===== config.mk =====
export PLATFORM = sky130hd
export DESIGN_NAME = decoder_share_arbiter_flat
export DESIGN_NICKNAME = d
export VERILOG_FILES = /design/src/rtl/decoder_share_arbiter_pkg.sv /design/src/rtl/decoder_share_arbiter_if.sv /design/src/rtl/decoder_share_arbiter_rr_pick.sv /design/src/rtl/decoder_share_arbiter.sv /design/src/flat_wrapper.sv
export SDC_FILE = /design/constraint.sdc
export NUM_CORES = 1
export LEC_CHECK = 0
export CAP_MARGIN = 20
export CORE_MARGIN = 1.5
export CORE_UTILIZATION = 47
export CTS_CLUSTER_SIZE = 40
export DETAILED_ROUTE_END_ITERATION = 8
export PLACE_DENSITY = 0.87
export SYNTH_ARGS = -nofsm -noshare
export SYNTH_HDL_FRONTEND = slang
export SYNTH_HIERARCHICAL = 1
export SYNTH_SLANG_ARGS = --single-unit

===== constraint.sdc =====
create_clock -name CP -period 3.7 [get_ports CP]
set_input_delay 1.11 -clock CP [delete_from_list [all_inputs] [get_ports CP]]
set_output_delay 1.11 -clock CP [all_outputs]
set_load 0.02 [all_outputs]

===== src/rtl/decoder_share_arbiter_pkg.sv =====
// Shared types and helpers for the decoder share arbiter.
// State encoding, default select width and a one-hot to index helper.
package decoder_arb_pkg;

    typedef enum logic [1:0] {
        IDLE    = 2'b00,
        HOLD    = 2'b01,
        RELEASE = 2'b10
    } state_t;

    localparam int SEL_W_DEF = 3;

    // Index of the set bit in a one-hot vector of up to eight requesters.
    function automatic int unsigned oh2idx(input logic [7:0] oh);
        int unsigned r;
        r = 0;
        for (int i = 0; i < 8; i++) begin
            if (oh[i]) begin
                r = r | i;
            end
        end
        return r;
    endfunction

endpackage


===== src/rtl/decoder_share_arbiter_if.sv =====
// Requester-side bundle of the decoder share arbiter.
// master = requester side, slave = arbiter side.
interface decoder_share_arbiter_if
    import decoder_arb_pkg::*;
#(
    parameter int N_REQ = 4,
    parameter int SEL_W = SEL_W_DEF
);
    localparam int IDX_W = $clog2(N_REQ);

    logic [N_REQ-1:0]       req;
    logic [N_REQ*SEL_W-1:0] codes;
    logic [N_REQ-1:0]       gnt;
    logic [SEL_W-1:0]       dec_sel;
    logic                   dec_en;
    logic                   busy;
    logic                   done;
    logic [IDX_W-1:0]       done_id;

    modport master (
        output req, codes,
        input  gnt, dec_sel, dec_en, busy, done, done_id
    );

    modport slave (
        input  req, codes,
        output gnt, dec_sel, dec_en, busy, done, done_id
    );

endinterface


===== src/rtl/decoder_share_arbiter_rr_pick.sv =====
// Wrap-around first-set scan starting at ptr.
// valid is high when any request is set; idx is the winner.
module rr_pick
    import decoder_arb_pkg::*;
#(
    parameter int N_REQ = 4,
    localparam int IDX_W = $clog2(N_REQ)
) (
    input  logic [N_REQ-1:0] req,
    input  logic [IDX_W-1:0] ptr,
    output logic             valid,
    output logic [IDX_W-1:0] idx
);
    logic [N_REQ-1:0] oh;
    logic             found;
    int               pos;

    // Scan ptr, ptr+1, ... modulo N_REQ and mark the first active requester.
    always_comb begin
        oh    = '0;
        found = 1'b0;
        pos   = 0;
        for (int k = 0; k < N_REQ; k++) begin
            pos = (int'(ptr) + k) % N_REQ;
            if (!found && req[IDX_W'(pos)]) begin
                found = 1'b1;
                oh[IDX_W'(pos)] = 1'b1;
            end
        end
    end

    assign valid = found;
    assign idx   = IDX_W'(oh2idx(8'(oh)));

endmodule


===== src/rtl/decoder_share_arbiter.sv =====
// Round-robin sharing of one clocked 3-8 decoder among N_REQ requesters.
// Define ARB_FIXED_PRIO_EN for fixed lowest-index priority (starvation possible).
module decoder_share_arbiter
    import decoder_arb_pkg::*;
#(
    parameter int N_REQ    = 4,
    parameter int SEL_W    = SEL_W_DEF,
    parameter int HOLD_CYC = 2
) (
    input logic                    CP,
    input logic                    CLR,
    decoder_share_arbiter_if.slave bus
);
    localparam int IDX_W = $clog2(N_REQ);
    localparam int CNT_W = (HOLD_CYC > 1) ? $clog2(HOLD_CYC) : 1;

    if (HOLD_CYC < 1) begin : g_hold_chk
        $error("HOLD_CYC must be at least 1");
    end
    if (N_REQ < 2 || N_REQ > 8) begin : g_nreq_chk
        $error("N_REQ must be in 2..8");
    end

    state_t           state, state_n;
    logic [CNT_W-1:0] cnt, cnt_n;
    logic [IDX_W-1:0] win, win_n;
    logic [SEL_W-1:0] sel, sel_n;
    logic [IDX_W-1:0] ptr;
    logic             pick_vld;
    logic [IDX_W-1:0] pick_idx;

    rr_pick #(.N_REQ(N_REQ)) u_pick (
        .req   (bus.req),
        .ptr   (ptr),
        .valid (pick_vld),
        .idx   (pick_idx)
    );

`ifdef ARB_FIXED_PRIO_EN
    assign ptr = '0;
`else
    logic [IDX_W-1:0] ptr_n;

    // Move priority just past the winner when its transaction releases.
    always_comb begin
        ptr_n = ptr;
        if (state == RELEASE) begin
            ptr_n = (win == IDX_W'(N_REQ - 1)) ? '0 : win + IDX_W'(1);
        end
    end

    // Priority pointer register.
    always_ff @(posedge CP) begin
        if (CLR) begin
            ptr <= '0;
        end else begin
            ptr <= ptr_n;
        end
    end
`endif

    // FSM state, hold counter, winner and latched select.
    always_ff @(posedge CP) begin
        if (CLR) begin
            state <= IDLE;
            cnt   <= '0;
            win   <= '0;
            sel   <= '0;
        end else begin
            state <= state_n;
            cnt   <= cnt_n;
            win   <= win_n;
            sel   <= sel_n;
        end
    end

    // Next-state: grant in IDLE, count down in HOLD, one RELEASE cycle.
    always_comb begin
        state_n = state;
        cnt_n   = cnt;
        win_n   = win;
        sel_n   = sel;
        unique case (state)
            IDLE: begin
                if (pick_vld) begin
                    state_n = HOLD;
                    win_n   = pick_idx;
                    sel_n   = bus.codes[pick_idx*SEL_W +: SEL_W];
                    cnt_n   = CNT_W'(HOLD_CYC - 1);
                end
            end
            HOLD: begin
                if (cnt == '0) begin
                    state_n = RELEASE;
                end else begin
                    cnt_n = cnt - CNT_W'(1);
                end
            end
            RELEASE: begin
                state_n = IDLE;
            end
            default: begin
                state_n = IDLE;
            end
        endcase
    end

    // Outputs decoded from the registered state.
    always_comb begin
        bus.gnt     = '0;
        bus.dec_en  = 1'b0;
        bus.busy    = 1'b0;
        bus.done    = 1'b0;
        bus.done_id = '0;
        bus.dec_sel = sel;
        if (state == HOLD) begin
            bus.gnt    = N_REQ'(1) << win;
            bus.dec_en = 1'b1;
            bus.busy   = 1'b1;
        end
        if (state == RELEASE) begin
            bus.busy    = 1'b1;
            bus.done    = 1'b1;
            bus.done_id = win;
        end
    end

endmodule

===== src/flat_wrapper.sv =====
// flat-port wrapper written by rule: the top's interface ports become plain ports
module decoder_share_arbiter_flat import decoder_arb_pkg::*;
#(
    parameter int N_REQ    = 4,
    parameter int SEL_W    = SEL_W_DEF,
    parameter int HOLD_CYC = 2
)
  (CP, CLR, bus_req, bus_codes, bus_gnt, bus_dec_sel, bus_dec_en, bus_busy, bus_done, bus_done_id);
  decoder_share_arbiter_if #(.N_REQ(N_REQ), .SEL_W(SEL_W)) bus_i ();
  input logic CP;
  input logic CLR;
  input wire logic [$bits(bus_i.req)-1:0] bus_req;
  input wire logic [$bits(bus_i.codes)-1:0] bus_codes;
  output wire logic [$bits(bus_i.gnt)-1:0] bus_gnt;
  output wire logic [$bits(bus_i.dec_sel)-1:0] bus_dec_sel;
  output wire logic [$bits(bus_i.dec_en)-1:0] bus_dec_en;
  output wire logic [$bits(bus_i.busy)-1:0] bus_busy;
  output wire logic [$bits(bus_i.done)-1:0] bus_done;
  output wire logic [$bits(bus_i.done_id)-1:0] bus_done_id;
  assign bus_i.req = bus_req;
  assign bus_i.codes = bus_codes;
  assign bus_gnt = bus_i.gnt;
  assign bus_dec_sel = bus_i.dec_sel;
  assign bus_dec_en = bus_i.dec_en;
  assign bus_busy = bus_i.busy;
  assign bus_done = bus_i.done;
  assign bus_done_id = bus_i.done_id;
  decoder_share_arbiter #(.N_REQ(N_REQ), .SEL_W(SEL_W), .HOLD_CYC(HOLD_CYC)) u_core (.CP(CP), .CLR(CLR), .bus(bus_i));
endmodule

==> qor.csv, run 1 <==
stage;metric;value;unit
synthesis;synth_top_area_share;21.48;%
clock_tree;htreeDepth;1;
setup_path;crit_path_top_delay_cell;mux4_2;
place;dp_hpwl;1770;µm
sta;fin_setup_tns;0;ns
place;place.gp.congestion;0.8731;
global_route;grt_max_degree;12;
synthesis;synth-seq-cells;10;
sta;final_max_slew_viol_count;0;
sta;max_freq;279.5;MHz
power;p_leak;0.5426;nW
power;power_density;454.4;nW/µm²
power;p_total;0.6384;mW
layout;nets;180;
setup_path;crit_path_max_incr_delay;0.60;ns
die;die_h;50.23;µm
layout;antenna_cells;0;
sta;timing.max_slew.rel_slack;76.67;%
power;ir_worst_vdd;0.0002975;V
synthesis;netlist_top_cells_area;ha_1 (21%), dfxtp_1 (19%), mux4_2 (8.6%);
hold_path;hold_depth;2;
die;core_area;2022;µm²
global_route;overflow;0;
routing;drt_wl_total;2285;µm
die;num_rows;16;
layout;fin_area;1405;µm²
setup_path;crit_chain;clkdlybuf4s50_1, mux4_2, nor2_1, nand4_1, nand4_1, mux4_1, nand3_1, a21oi_1;
global_route;grt_pass1_wl;3753;µm
layout;layout_common_cells;clkdlybuf4s50_1 (29), ha_1 (18), nand2_1 (10), dfxtp_1 (10), a21oi_1 (8);
layout;n_fill_cell;143;
synthesis;synth_top_cell_by_area;ha_1;
sta;skew;0.001827;ns
setup_path;cp.depth;8;
setup_path;worst_path_most_repeated_cell;nand4_1;
synthesis;synth_seq_area_share;19.09;%
setup_path;crit_family;multiplexers;
routing;vias_per_cell;5.729;
sta;setup_viol;0;
layout;multi_input_area;795.8;µm²
setup_path;end_kind;flop;
layout;drive_above_1_share;9.790;%
die;die_w;50.23;µm
setup_path;arrival;3.72;ns
global_route;grt_use_total;19.75;%
die;start_util;51.86;%
setup_path;worstPathMaxFanout;7;
job;cap_violations;0;
synthesis;synthDistinctLibCells;27;
sta;min_period;3.578;ns
clock_tree;worstSkewPairLatency;0.27;ns
routing;dr_total_vias;974;
setup_path;required;3.84;ns
setup_path;worst-setup-path-type;input pin to flop;
clock_tree;clock_sinks;10;
synthesis;syn_area_per_cell;9.532;µm²
place;port_buffers;29;
power;clkPwrFrac;15.3;%
hold_path;hold_class;flop to flop;
global_route;antenna_found_initial;0;
synthesis;ys.flop_type;dfxtp_1;
die;pin_count;30;
clock_tree;clockBufferDepth;2;
die;dieArea;2523;µm²
power;power.internal;0.3789;mW
clock_tree;cts_made_buffers;3;
routing;drtIter0Drc;29;
place;placed_area;1369;µm²
sta;finalHoldViolations;0;
synthesis;synth-async-reset-ratio;0;%
synthesis;syn_nets;146;
power;comb_power_share;59.9;%
clock_tree;cts_tree;done;
setup_path;cp-start-kind;input pin;
setup_path;cp_num_buf_inv;1;
routing;drc;0;
power;p_sw_share;40.65;%
clock_tree;holdBufCountCts;0;
layout;final_common_cell;clkdlybuf4s50_1;
power;p_seq_share;24.8;%
sta;rsz0062_at_grt;no;
clock_tree;clk_pin_slew;0.06;ns
routing;wire_per_inst;13.44;µm
synthesis;synth_cells;110;
layout;area_growth;34.01;%
clock_tree;cts_setup_buffers;0;
sta;timing.hold.ws;0.4680;ns
global_route;grt_pass1_vias;905;
power;switchingPower;0.2595;mW
synthesis;mappedNetlistArea;1049;µm²
run_status;status;finished clean;
clock_tree;cts_resized;0;
routing;ant_nets;0;
layout;seqCellArea;200.2;µm²
sta;fin_crit_sh;96.70;%
synthesis;ys_warn_count;6;
synthesis;synth_edf_count;0;
sta;tightest_slew;0.3451;ns
clock_tree;root_buffer;clkbuf_4;
routing;dr.pass1.iters;4;
setup_path;worstRegToRegCells;10;
==> stage by stage <==
step	std cells	utilization, %	setup WS (ns)
after floorplan	110	-	0.6353
after global placement	166	67.70	0.04735
after detailed placement	166	67.70	-0.04477
after CTS	170	69.49	0.2337
after global routing	170	69.49	0.06139
final	170	69.49	0.1220
==> worst paths after layout <==
kind	startpoint	to	slack, ns
worst max-delay path	bus_req[1]	u_core/bus.dec_sel[2]	0.12
worst min-delay path	u_core/bus.dec_sel[0]	u_core/bus.dec_sel[0]	0.47
worst max register to register	u_core/ptr[1]	u_core/bus.dec_sel[2]	0.65
worst min register to register	u_core/bus.dec_sel[0]	u_core/bus.dec_sel[0]	0.47
==> worst min-delay path: stages (launching register included) <==
cell     delay [ns]
dfxtp_1        0.31
nand2_1        0.05
a21oi_1        0.06
==> metal layers <==
layer | vias up | wire length [µm] | GRT usage, % | share of wire [%]
met5 | - | 0 | 0 | 0
met4 | 0 | 17 | 11.57 | 0.74
met3 | 2 | 132 | 2.381 | 5.8
met2 | 52 | 1229 | 37.50 | 54
met1 | 447 | 907 | 20.37 | 40
li1 | 473 | - | - | -
==> sequential cells by signal, summed over array words and instances (netlist names) <==
signal and cells:
u_core/bus.dec_sel 3, u_core/state 2, u_core/cnt 1, u_core/ptr 2, u_core/win 2
==> power groups by stage <==
| stage | clock (mW) | sequential, mW | combinational, mW |
|---|---|---|---|
| floorplan | 0 | 0.172 | 0.249 |
| global placement | 0 | 0.159 | 0.367 |
| detailed placement | 0 | 0.161 | 0.379 |
| CTS | 0.0995 | 0.159 | 0.382 |
| global route | 0.102 | 0.163 | 0.420 |
| finish | 0.0974 | 0.159 | 0.382 |
==> synthesized netlist by cell type (2+ instances only) <==
cell,instances
ha_1,18
dfxtp_1,10
nand2_1,10
a21oi_1,8
and2_1,7
inv_1,7
nor2_1,7
nand3_1,6
mux2i_1,4
mux4_2,4
nand4_1,4
o21ai_0,4
mux4_1,3
nand3b_1,3
buf_4,2
nand2b_1,2
==> cell type report <==
type / instances / area share (%)
Multi-Input combinational cell: 90 / 56.63
Tap cell: 27 / 2.404
Inverter: 7 / 1.870
Clock buffer: 4 / 2.582
Timing Repair Buffer: 32 / 22.26
Sequential cell: 10 / 14.25
==> cell families (layout without fill, tap and decap cells) <==
logic type | count (synthesis) | count (layout) | synth area share (%)
AOI/OAI and AO/OA | 16 | 16 | 9.547
and+or+nand+nor | 44 | 44 | 23.87
muxes | 12 | 12 | 21.00
buffers and inverters | 10 | 43 | 5.012
adders and majority gates | 18 | 18 | 21.48
DFF | 10 | 10 | 19.09
(Power assumes the default switching activity.)
==> run 2, diff against run 1 <==
--- a/config.mk
+++ b/config.mk
@@ -7,10 +7,12 @@
 export LEC_CHECK = 0
 export CAP_MARGIN = 20
 export CORE_MARGIN = 1.5
-export CORE_UTILIZATION = 47
+export CORE_UTILIZATION = 52
+export CTS_CLUSTER_DIAMETER = 50
 export CTS_CLUSTER_SIZE = 40
 export DETAILED_ROUTE_END_ITERATION = 8
-export PLACE_DENSITY = 0.87
+export DONT_BUFFER_PORTS = 1
+export PLACE_DENSITY = 0.75
 export SYNTH_ARGS = -nofsm -noshare
 export SYNTH_HDL_FRONTEND = slang
 export SYNTH_HIERARCHICAL = 1
==> qor.csv, run 2 (synthesis gave the netlist of run 1 again) <==
stage;metric;value;unit;change
die;start_util;54.56;%;+2.7 points
die;pin_count;30;;unchanged
sta;tightest_slew;0.3702;ns;+0.02510 ns
setup_path;required;3.84;ns;about the same
global_route;grt_use_total;18.69;%;-1.1 points
setup_path;crit_path_max_incr_delay;0.58;ns;-0.02 ns
setup_path;worstPathMaxFanout;8;;+1
sta;final_max_slew_viol_count;0;;unchanged
sta;timing.max_slew.rel_slack;75.32;%;-1.3 points
clock_tree;htreeDepth;1;;unchanged
sta;setup_viol;0;;unchanged
place;placed_area;1071;µm²;-22%
hold_path;hold_class;flop to flop;;
sta;min_period;2.949;ns;-0.6294 ns
layout;largest_reg_flops;3;;unchanged
die;die_w;47.91;µm;-4.6%
setup_path;critPathLaunch;bus_req[3];;
setup_path;crit_path_top_delay_cell;mux4_1;;
clock_tree;clock_sinks;10;;unchanged
clock_tree;root_buffer;clkbuf_4;;
clock_tree;cts_setup_buffers;0;;unchanged
global_route;antenna_found_initial;0;;unchanged
die;dieArea;2295;µm²;-9.0%
routing;dr_total_vias;809;;-17%
clock_tree;clockBufferDepth;2;;unchanged
setup_path;worstRegToRegCells;10;;unchanged
clock_tree;holdBufCountCts;0;;unchanged
power;ir_worst_vdd;0.0003453;V;+16%
layout;seqCellArea;200.2;µm²;unchanged
clock_tree;cts_made_buffers;3;;unchanged
layout;final_common_cell;ha_1;;
setup_path;arrival;3.09;ns;-0.63 ns
routing;drtIter0Drc;13;;-55%
layout;antenna_cells;0;;unchanged
clock_tree;worstSkewPairLatency;0.26;ns;about the same
setup_path;worst-setup-path-type;input pin to flop;;
setup_path;timing.reg2reg.setup_slack;0.83;ns;+0.18 ns
routing;vias_per_cell;5.820;;+1.6%
routing;drt_wl_total;1942;µm;-15%
layout;n_fill_cell;181;;+27%
routing;drc;0;;unchanged
global_route;overflow;0;;unchanged
power;p_leak;0.4219;nW;-22%
place;dpl_worst_slack;0.4920;ns;+0.5368 ns
run_status;status;finished clean;;
place;place.gp.congestion;0.8421;;-3.6%
layout;multi_input_area;795.8;µm²;unchanged
clock_tree;cts_tree;done;;
place;dp_hpwl;1609;µm;-9.1%
routing;dr.pass1.iters;4;;unchanged
die;core_area;1922;µm²;-5.0%
clock_tree;clk_pin_slew;0.06;ns;about the same
setup_path;cp-start-kind;input pin;;
sta;max_freq;339.1;MHz;+21%
sta;finalHoldViolations;0;;unchanged
global_route;grt_pass1_vias;717;;-21%
layout;fin_area;1094;µm²;-22%
power;power_density;484.1;nW/µm²;+6.6%
sta;fin_crit_sh;79.69;%;-17 points
sta;setup_slack;0.7514;ns;+0.6294 ns
place;port_buffers;0;;-100%
layout;drive_above_1_share;10.71;%;+0.92 points
job;cap_violations;0;;unchanged
global_route;grt_pass1_wl;2967;µm;-21%
routing;ant_nets;0;;unchanged
setup_path;rr_startpoint;u_core/ptr[1];;
global_route;grt_max_degree;12;;unchanged
sta;skew;0.007248;ns;+0.005421 ns
layout;layout_common_cells;ha_1 (18), nand2_1 (10), dfxtp_1 (10);;
sta;rsz0062_at_grt;no;;
layout;nets;150;;-17%
die;num_rows;16;;unchanged
sta;fin_setup_tns;0;ns;unchanged
setup_path;crit_chain;mux4_2, nor4b_1, a221oi_2, nand4_1, mux4_1, nand3_1, a21oi_1;;
setup_path;end_kind;flop;;
die;die_h;47.91;µm;-4.6%
setup_path;endpoint;u_core/bus.dec_sel[1];;
clock_tree;cts_resized;0;;unchanged
routing;wire_per_inst;13.97;µm;+3.9%
setup_path;r2r_end;u_core/bus.dec_sel[1];;
layout;area_growth;4.296;%;
sta;timing.hold.ws;0.5109;ns;+0.04291 ns
[run 2: cell count changes in the layout (fill, tap and decap cells not counted), sizes merged]
cell and delta:
buf -1, clkdlybuf4s50 -29, clkbuf -1
[run 2: critical path: cells and delay by family]
kind,cells,cell delay (ns)
and+or+nand+nor,3,0.69
AOI/OAI and AO/OA,2,0.15
muxes,2,1.14
[run 2: power breakdown]
part,switching (mW),internal (mW)
Sequential,0.0351,0.136
Combinational,0.167,0.121
Clock,0.0331,0.0374
Total,0.235,0.295
[run 2: worst min-delay path by stage]
stage / from / depth (start not counted) / to
6_report: u_core/cnt / 2 / u_core/cnt
5_1_grt: u_core/state[0] / 2 / u_core/state[0]
4_1_cts: u_core/win[1] / 2 / u_core/win[1]
3_5_place_dp: u_core/win[1] / 2 / u_core/win[1]
3_3_place_gp: u_core/cnt / 2 / u_core/cnt
2_1_floorplan: u_core/win[1] / 2 / u_core/win[1]
[run 2: metal layers]
metal  vias to the layer above  GRT usage (%)  wire, µm
li1                        408              -         -
met1                       369          23.72       845
met2                        32          31.73       995
met3                         0          4.528       101
met4                         0          4.865         0
met5                         -              0         0
[run 2: cell type report]
type,count,share of cell area (%)
clock buffer,3,2.059
timing repair buffer,2,1.373
sequential,10,18.31
inverter,7,2.403
multi-input combinational,90,72.77
tap,27,3.089
[run 2: metrics by stage]
stage                     utilization [%]  power (mW)  std cells
after floorplan                         -      0.4211        110
after global placement              55.73      0.4521        136
after detailed placement            55.73      0.4625        136
after CTS                           56.90      0.5358        139
after global routing                56.90      0.5819        139
final                               56.90      0.5294        139
